<file path="config.mk">
export PLATFORM = sky130hd
export DESIGN_NAME = interval_timer_ctrl
export DESIGN_NICKNAME = d
export VERILOG_FILES = /design/src/rtl/interval_timer_ctrl.sv
export SDC_FILE = /design/constraint.sdc
export NUM_CORES = 1
export LEC_CHECK = 0
export CAP_MARGIN = 40
export CORE_MARGIN = 5
export CORE_UTILIZATION = 56
export CTS_BUF_LIST = sky130_fd_sc_hd__clkbuf_4
export DETAILED_ROUTE_END_ITERATION = 10
export HOLD_SLACK_MARGIN = 0.12
export PLACE_DENSITY = 0.87
export SYNTH_ARGS = -nofsm -noshare
export SYNTH_HDL_FRONTEND = slang
export SYNTH_SLANG_ARGS = --single-unit
export TNS_END_PERCENT = 100
</file>
<file path="constraint.sdc">
create_clock -name clk -period 4.7 [get_ports clk]
set_input_delay 1.175 -clock clk [delete_from_list [all_inputs] [get_ports clk]]
set_output_delay 1.175 -clock clk [all_outputs]
set_load 0.02 [all_outputs]
</file>
<file path="src/rtl/interval_timer_ctrl.sv">
// Interval-timer controller: prescaled up-counter with start/pause/stop
// sequencing, one-shot or periodic mode and a 1-cycle terminal-count pulse.
module interval_timer_ctrl #(
  parameter int WIDTH   = 8,
  parameter int PRESC_W = 4
) (
  input  logic               clk,
  input  logic               rst,
  input  logic               start,
  input  logic               stop,
  input  logic               pause,
  input  logic [WIDTH-1:0]   period,
  input  logic [PRESC_W-1:0] presc,
  input  logic               periodic,
  output logic [WIDTH-1:0]   count,
  output logic               tc,
  output logic               busy,
  output logic               done
);

  typedef enum logic [1:0] {
    IDLE,
    RUN,
    PAUSED,
    DONE
  } state_t;

  state_t             state_q, state_d;
  logic [WIDTH-1:0]   count_q, count_d;
  logic [WIDTH-1:0]   period_q, period_d;
  logic [PRESC_W-1:0] presc_q, presc_d;
  logic [PRESC_W-1:0] div_q, div_d;
  logic               periodic_q, periodic_d;
  logic               tc_q, tc_d;
  logic               running;
  logic               step;
  logic               at_top;

  // Dropping pause in PAUSED counts on that same edge, so a pause
  // held for N cycles delays the timeline by exactly N clocks.
  assign running = (state_q == RUN) || (state_q == PAUSED);
  assign step    = running && !pause && (presc_q == div_q);
  assign at_top  = (count_q == period_q);

  always_comb begin
    state_d    = state_q;
    count_d    = count_q;
    period_d   = period_q;
    presc_d    = presc_q;
    div_d      = div_q;
    periodic_d = periodic_q;
    tc_d       = 1'b0;
    if (stop) begin
      state_d = IDLE;
      count_d = '0;
      presc_d = '0;
    end else if (start && !running) begin
      state_d    = RUN;
      period_d   = period;
      div_d      = presc;
      periodic_d = periodic;
      count_d    = '0;
      presc_d    = '0;
    end else if (running) begin
      if (pause) begin
        state_d = PAUSED;
      end else begin
        state_d = RUN;
        if (step) begin
          presc_d = '0;
          if (!at_top) begin
            count_d = count_q + 1'b1;
          end else begin
            tc_d = 1'b1;
            if (periodic_q) begin
              count_d = '0;
            end else begin
              state_d = DONE;
            end
          end
        end else begin
          presc_d = presc_q + 1'b1;
        end
      end
    end
  end

  always_ff @(posedge clk) begin
    if (rst) begin
      state_q    <= IDLE;
      count_q    <= '0;
      period_q   <= '0;
      presc_q    <= '0;
      div_q      <= '0;
      periodic_q <= 1'b0;
      tc_q       <= 1'b0;
    end else begin
      state_q    <= state_d;
      count_q    <= count_d;
      period_q   <= period_d;
      presc_q    <= presc_d;
      div_q      <= div_d;
      periodic_q <= periodic_d;
      tc_q       <= tc_d;
    end
  end

  assign count = count_q;
  assign tc    = tc_q;
  assign busy  = running;
  assign done  = (state_q == DONE);

endmodule

</file>
# After elaboration in Yosys (flattened, before gate mapping)
# Cells that the tools add are included.
dict set report totals {
  out_inout_bits 11
  inputBits 18
  ff_bits 28
}
dict set report op_classes {
  eq_ne 6
  muxes 10
  bitwise 4
  add_sub_neg 2
  reduce_logical 13
}
# op n
set ops {}
lappend ops {{$mux 8} 2}
lappend ops {{$add 8x1->8 const B} 1}
lappend ops {{$eq 8x8->1} 1}
lappend ops {{$mux 2} 4}
lappend ops {{$reduce_or 6->1} 1}
lappend ops {{$add 4x1->4 const B} 1}
lappend ops {{$eq 2x2->1 const B} 2}
lappend ops {{$eq 4x4->1} 1}
lappend ops {{$mux 4} 1}
lappend ops {{$not 1->1} 4}
lappend ops {{$reduce_and 2->1} 2}
lappend ops {{$reduce_and 4->1} 1}
lappend ops {{$logic_and 1x1->1} 3}
lappend ops {{$mux 1} 3}
lappend ops {{$reduce_or 3->1} 1}
lappend ops {{$eq 2x1->1 const B} 1}
lappend ops {{$logic_not 1->1} 2}
lappend ops {{$ne 2x2->1 const B} 1}
lappend ops {{$reduce_bool 2->1} 1}
lappend ops {{$reduce_or 2->1} 1}
lappend ops {{$logic_or 1x1->1} 1}

# Logic depth before layout (Yosys ltp)
dict set report logic_depth {
  word_depth 8
  ltp_mapped 6
}

# Least setup slack after synthesis
# No wires, ideal clock.
dict set report synth_timing {
  path_kind {in2reg}
  start {input pause}
  end {register state_q[1]}
  cell_stages 5
  n_path_buf 1
  setup_ns 0.070
  arrival_ns 2.293
  setup_slack_ns 2.337
  required_time_ns 4.630
  cell_sequence {nand2b_1 -> or3_1 -> clkbuf_2 -> or3_1 -> a21oi_1}
}
dict set report synth_via {
  elab_chain_len 5
}
# item line_no
set synth_rtl {}
lappend synth_rtl {{from (decl)} 11} ;# input logic pause,
lappend synth_rtl {{$logic_not 1->1} 42} ;# assign step = running && !pause && (presc_q == div_q);
lappend synth_rtl {{$logic_and 1x1->1 (2 in a row)} 42}
lappend synth_rtl {{$mux 2} 69} ;# if (step) begin
lappend synth_rtl {{$mux 2 *} 65} ;# if (pause) begin
lappend synth_rtl {{to (signal assigned)} 98} ;# state_q <= state_d;
lappend synth_rtl {{to (decl)} 28} ;# state_t state_q, state_d;
# Every way passes the cells marked *; elsewhere a longest branch is shown, timed or not.
# A chain may end at the register's enable or synchronous reset.

# Final worst setup path
dict set report layout_timing {
  start {register state_q[0]}
  end {output busy}
}
dict set report layout_via {
  elab_chain_len 2
  elab_cells_between_ends 3
  cone_classes {2 x eq/ne; 1 x reduce/logical}
}
# item line_no
set layout_rtl {}
lappend layout_rtl {{$eq 2x1->1 or $eq 2x2->1 (tied branches)} 41} ;# assign running = (state_q == RUN) || (state_q == PAUSED);
lappend layout_rtl {{$logic_or 1x1->1 *} 41}
lappend layout_rtl {{to (decl)} 17} ;# output logic busy,
# Marked as above.

==> impl_metrics.toml <==
[synthesis]
synth_compound_area_share_pct = 16.9
synth_top_family_by_area = "simple AND/OR/NAND/NOR gates"
ys.flop_type = "dfxtp_1"
yosysTopAreaCell = "dfxtp_1"
synthAdderAreaFrac_pct = 2.80
synth-seq-area-share_pct = 41.9
syn-num-nets = 181
syn_area_um2 = 1340
synthCells = 160
ys_warn_count = 0
ys_top_cells_by_area = "dfxtp_1, nand2_1, xor2_1, a21oi_1, nand2b_1"
synth.top_cell.area_share_pct = 41.9
synth_cell_types = 31
synth-xor-area-share_pct = 9.16
async_flop_share_pct = 0
synth_edf_count = 0
synthMuxAreaShare_pct = 0
syn_avg_cell_area_um2 = 8.37
synth-seq-cells = 28
synth_simple_gate_area_share_pct = 27.2

[final_layout]
final_common_cell = "nand2_1"
drive_gt1_share_pct = 4.81
final_cell_area_um2 = 1660
area_growth_pct = 24.0
layout_common_cells = "nand2_1, dfxtp_1, clkdlybuf4s50_1"
fin_nets = 209
antennaDiodeCount = 0

[clock_network]
cts_buffers = 3
cts_max_level = 1
ctsHoldBuffers = 0
clkLatencyLatePin_ps = 340
cts_buffer_depth = 2
cts_sinks = 28
cts.repair.resized = 0
postCtsSetupBuffers = 0
cts_tree = "done"
clk_pin_slew_ps = 150
root_buffer = "clkbuf_4"

[run_status]
status = "finished clean"

[grt]
grt.total_usage_pct = 18.7
antenna_found_initial = 0
overflow = 0
grt_max_degree = 16
grt_pass1_wl_um = 5060
grt_pass1_vias = 1159

[sta]
finalMaxSlewViolations = 0
fin_ws_ps = 1830
hold_viol_final = 0
rsz0062_at_grt = "no"
setup_viol = 0
fmax_mhz = 349
min_period_ps = 2870
fin_tns_setup_ps = 0
finClkSkew_ps = 13.8
fin_crit_sh_pct = 61.0
slew_headroom_pct = 50.4
tightestPinTransition_ps = 741

[worst_setup_path]
end_kind = "output pin"
crit_arrival_ps = 1690
critical_path_buf_inv_count = 1
cpLargestDelayFamily = "buffers and inverters"
cp_slowest_cell = "clkdlybuf4s50_1"
crit_fanout = 7
critPathKind = "register to output pin"
critPathMaxStageDelay_ps = 640
crit_path_start_kind = "register"
crit_required_ps = 3520
crit_chain = "ha_1 -> clkdlybuf4s50_1"

[floorplan]
num_rows = 17
die_area_um2 = 3470
die_height_um = 58.9
ioPinCount = 29
start_util_pct = 59.4
core_area_um2 = 2250
chipWidth_um = 58.9

[drt]
drtIter0Drc = 31
final_antenna_net_count = 0
wl_per_cell_um = 13.7
vias = 1227
via_per_inst = 5.71
dr.pass1.iters = 4
drt-total-wl_um = 2950
drc = 0

[placement]
dp_hpwl_um = 2360
port-buffer-count = 28
gp_congestion = 0.888
dpl_worst_slack_ps = 1600
placed_cell_area_um2 = 1630

[worst_hold_path]
hp-class = "register to register"

[power_and_ir_drop]
powerDensity_nw_per_um2 = 244
cellLeakagePower_nw = 0.666
vdd_ir_drop_max_uv = 228

[flow_run]
maxCapViolCount = 0
-- cells by family after synthesis --
kind of cell	after synthesis
compound gates	35
buf+inv	7
simple gates	73
fa+ha+maj	3
xor+xnor	14
flops	28
-- registers in the layout, summed over array words and instances (netlist names) --
| name | count |
|---|---|
| div_q | 4 |
| period_q | 8 |
| tc | 1 |
| periodic_q | 1 |
| presc_q | 4 |
| state_q | 2 |
| count | 8 |
-- worst paths after layout --
| kind | end | slack [ps] | startpoint | cells after the start |
|---|---|---|---|---|
| setup / recovery | busy | 1830 | state_q[0] | 2 |
| hold / removal | div_q[0] | 490 | div_q[0] | 2 |
| setup reg to reg | count[4] | 2590 | state_q[0] | 5 |
| hold reg to reg | div_q[0] | 490 | div_q[0] | 2 |
-- power breakdown --
group          leakage (nW)  internal, mW  switching, mW
registers             0.227         0.244        0.00479
logic                 0.423        0.0271         0.0292
clock network        0.0154        0.0313         0.0695
-- metal layers --
layer | vias to the layer above | share of wire, % | global-route usage [%]
met5 | - | 0 | 0
met4 | 0 | 3.3 | 9.39
met3 | 9 | 5.0 | 3.07
met2 | 36 | 47 | 28.9
met1 | 569 | 44 | 25.0
li1 | 613 | - | -
-- Yosys cell counts, types with 4 or more instances --
master    count
nor2_1        5
o21ai_0       5
nand2_1      36
clkbuf_1      4
nand2b_1      8
xor2_1       11
dfxtp_1      28
a32o_1        4
a21oi_1      17
-- through the flow --
stage | hold slack (ps) | total power [mW] | std cells | utilization [%]
CTS | 488 | 0.407 | 215 | 73.6
floorplan | 442 | 0.286 | 160 | -
detailed placement | 469 | 0.310 | 211 | 72.5
global route | 510 | 0.428 | 215 | 73.6
finish | 487 | 0.406 | 215 | 73.6
global placement | 454 | 0.308 | 211 | 72.5
-- worst min-delay path, delay by kind of cell, from the launching register on --
| kind | cells | cell delay [ps] |
|---|---|---|
| AO/OA/AOI/OAI | 1 | 50 |
| flip-flops | 1 | 350 |
| AND/OR/NAND/NOR | 1 | 60 |
-- layout make-up --
class,count,area (um^2)
multi-input cells,125,751
fillers,186,594
flip-flops and latches,28,561
repair buffers,28,280
well taps,28,35.0
clock buffers,3,22.5
inverters,2,7.51
clock inverters,1,3.75
Power figures use the tool's default switching activity.
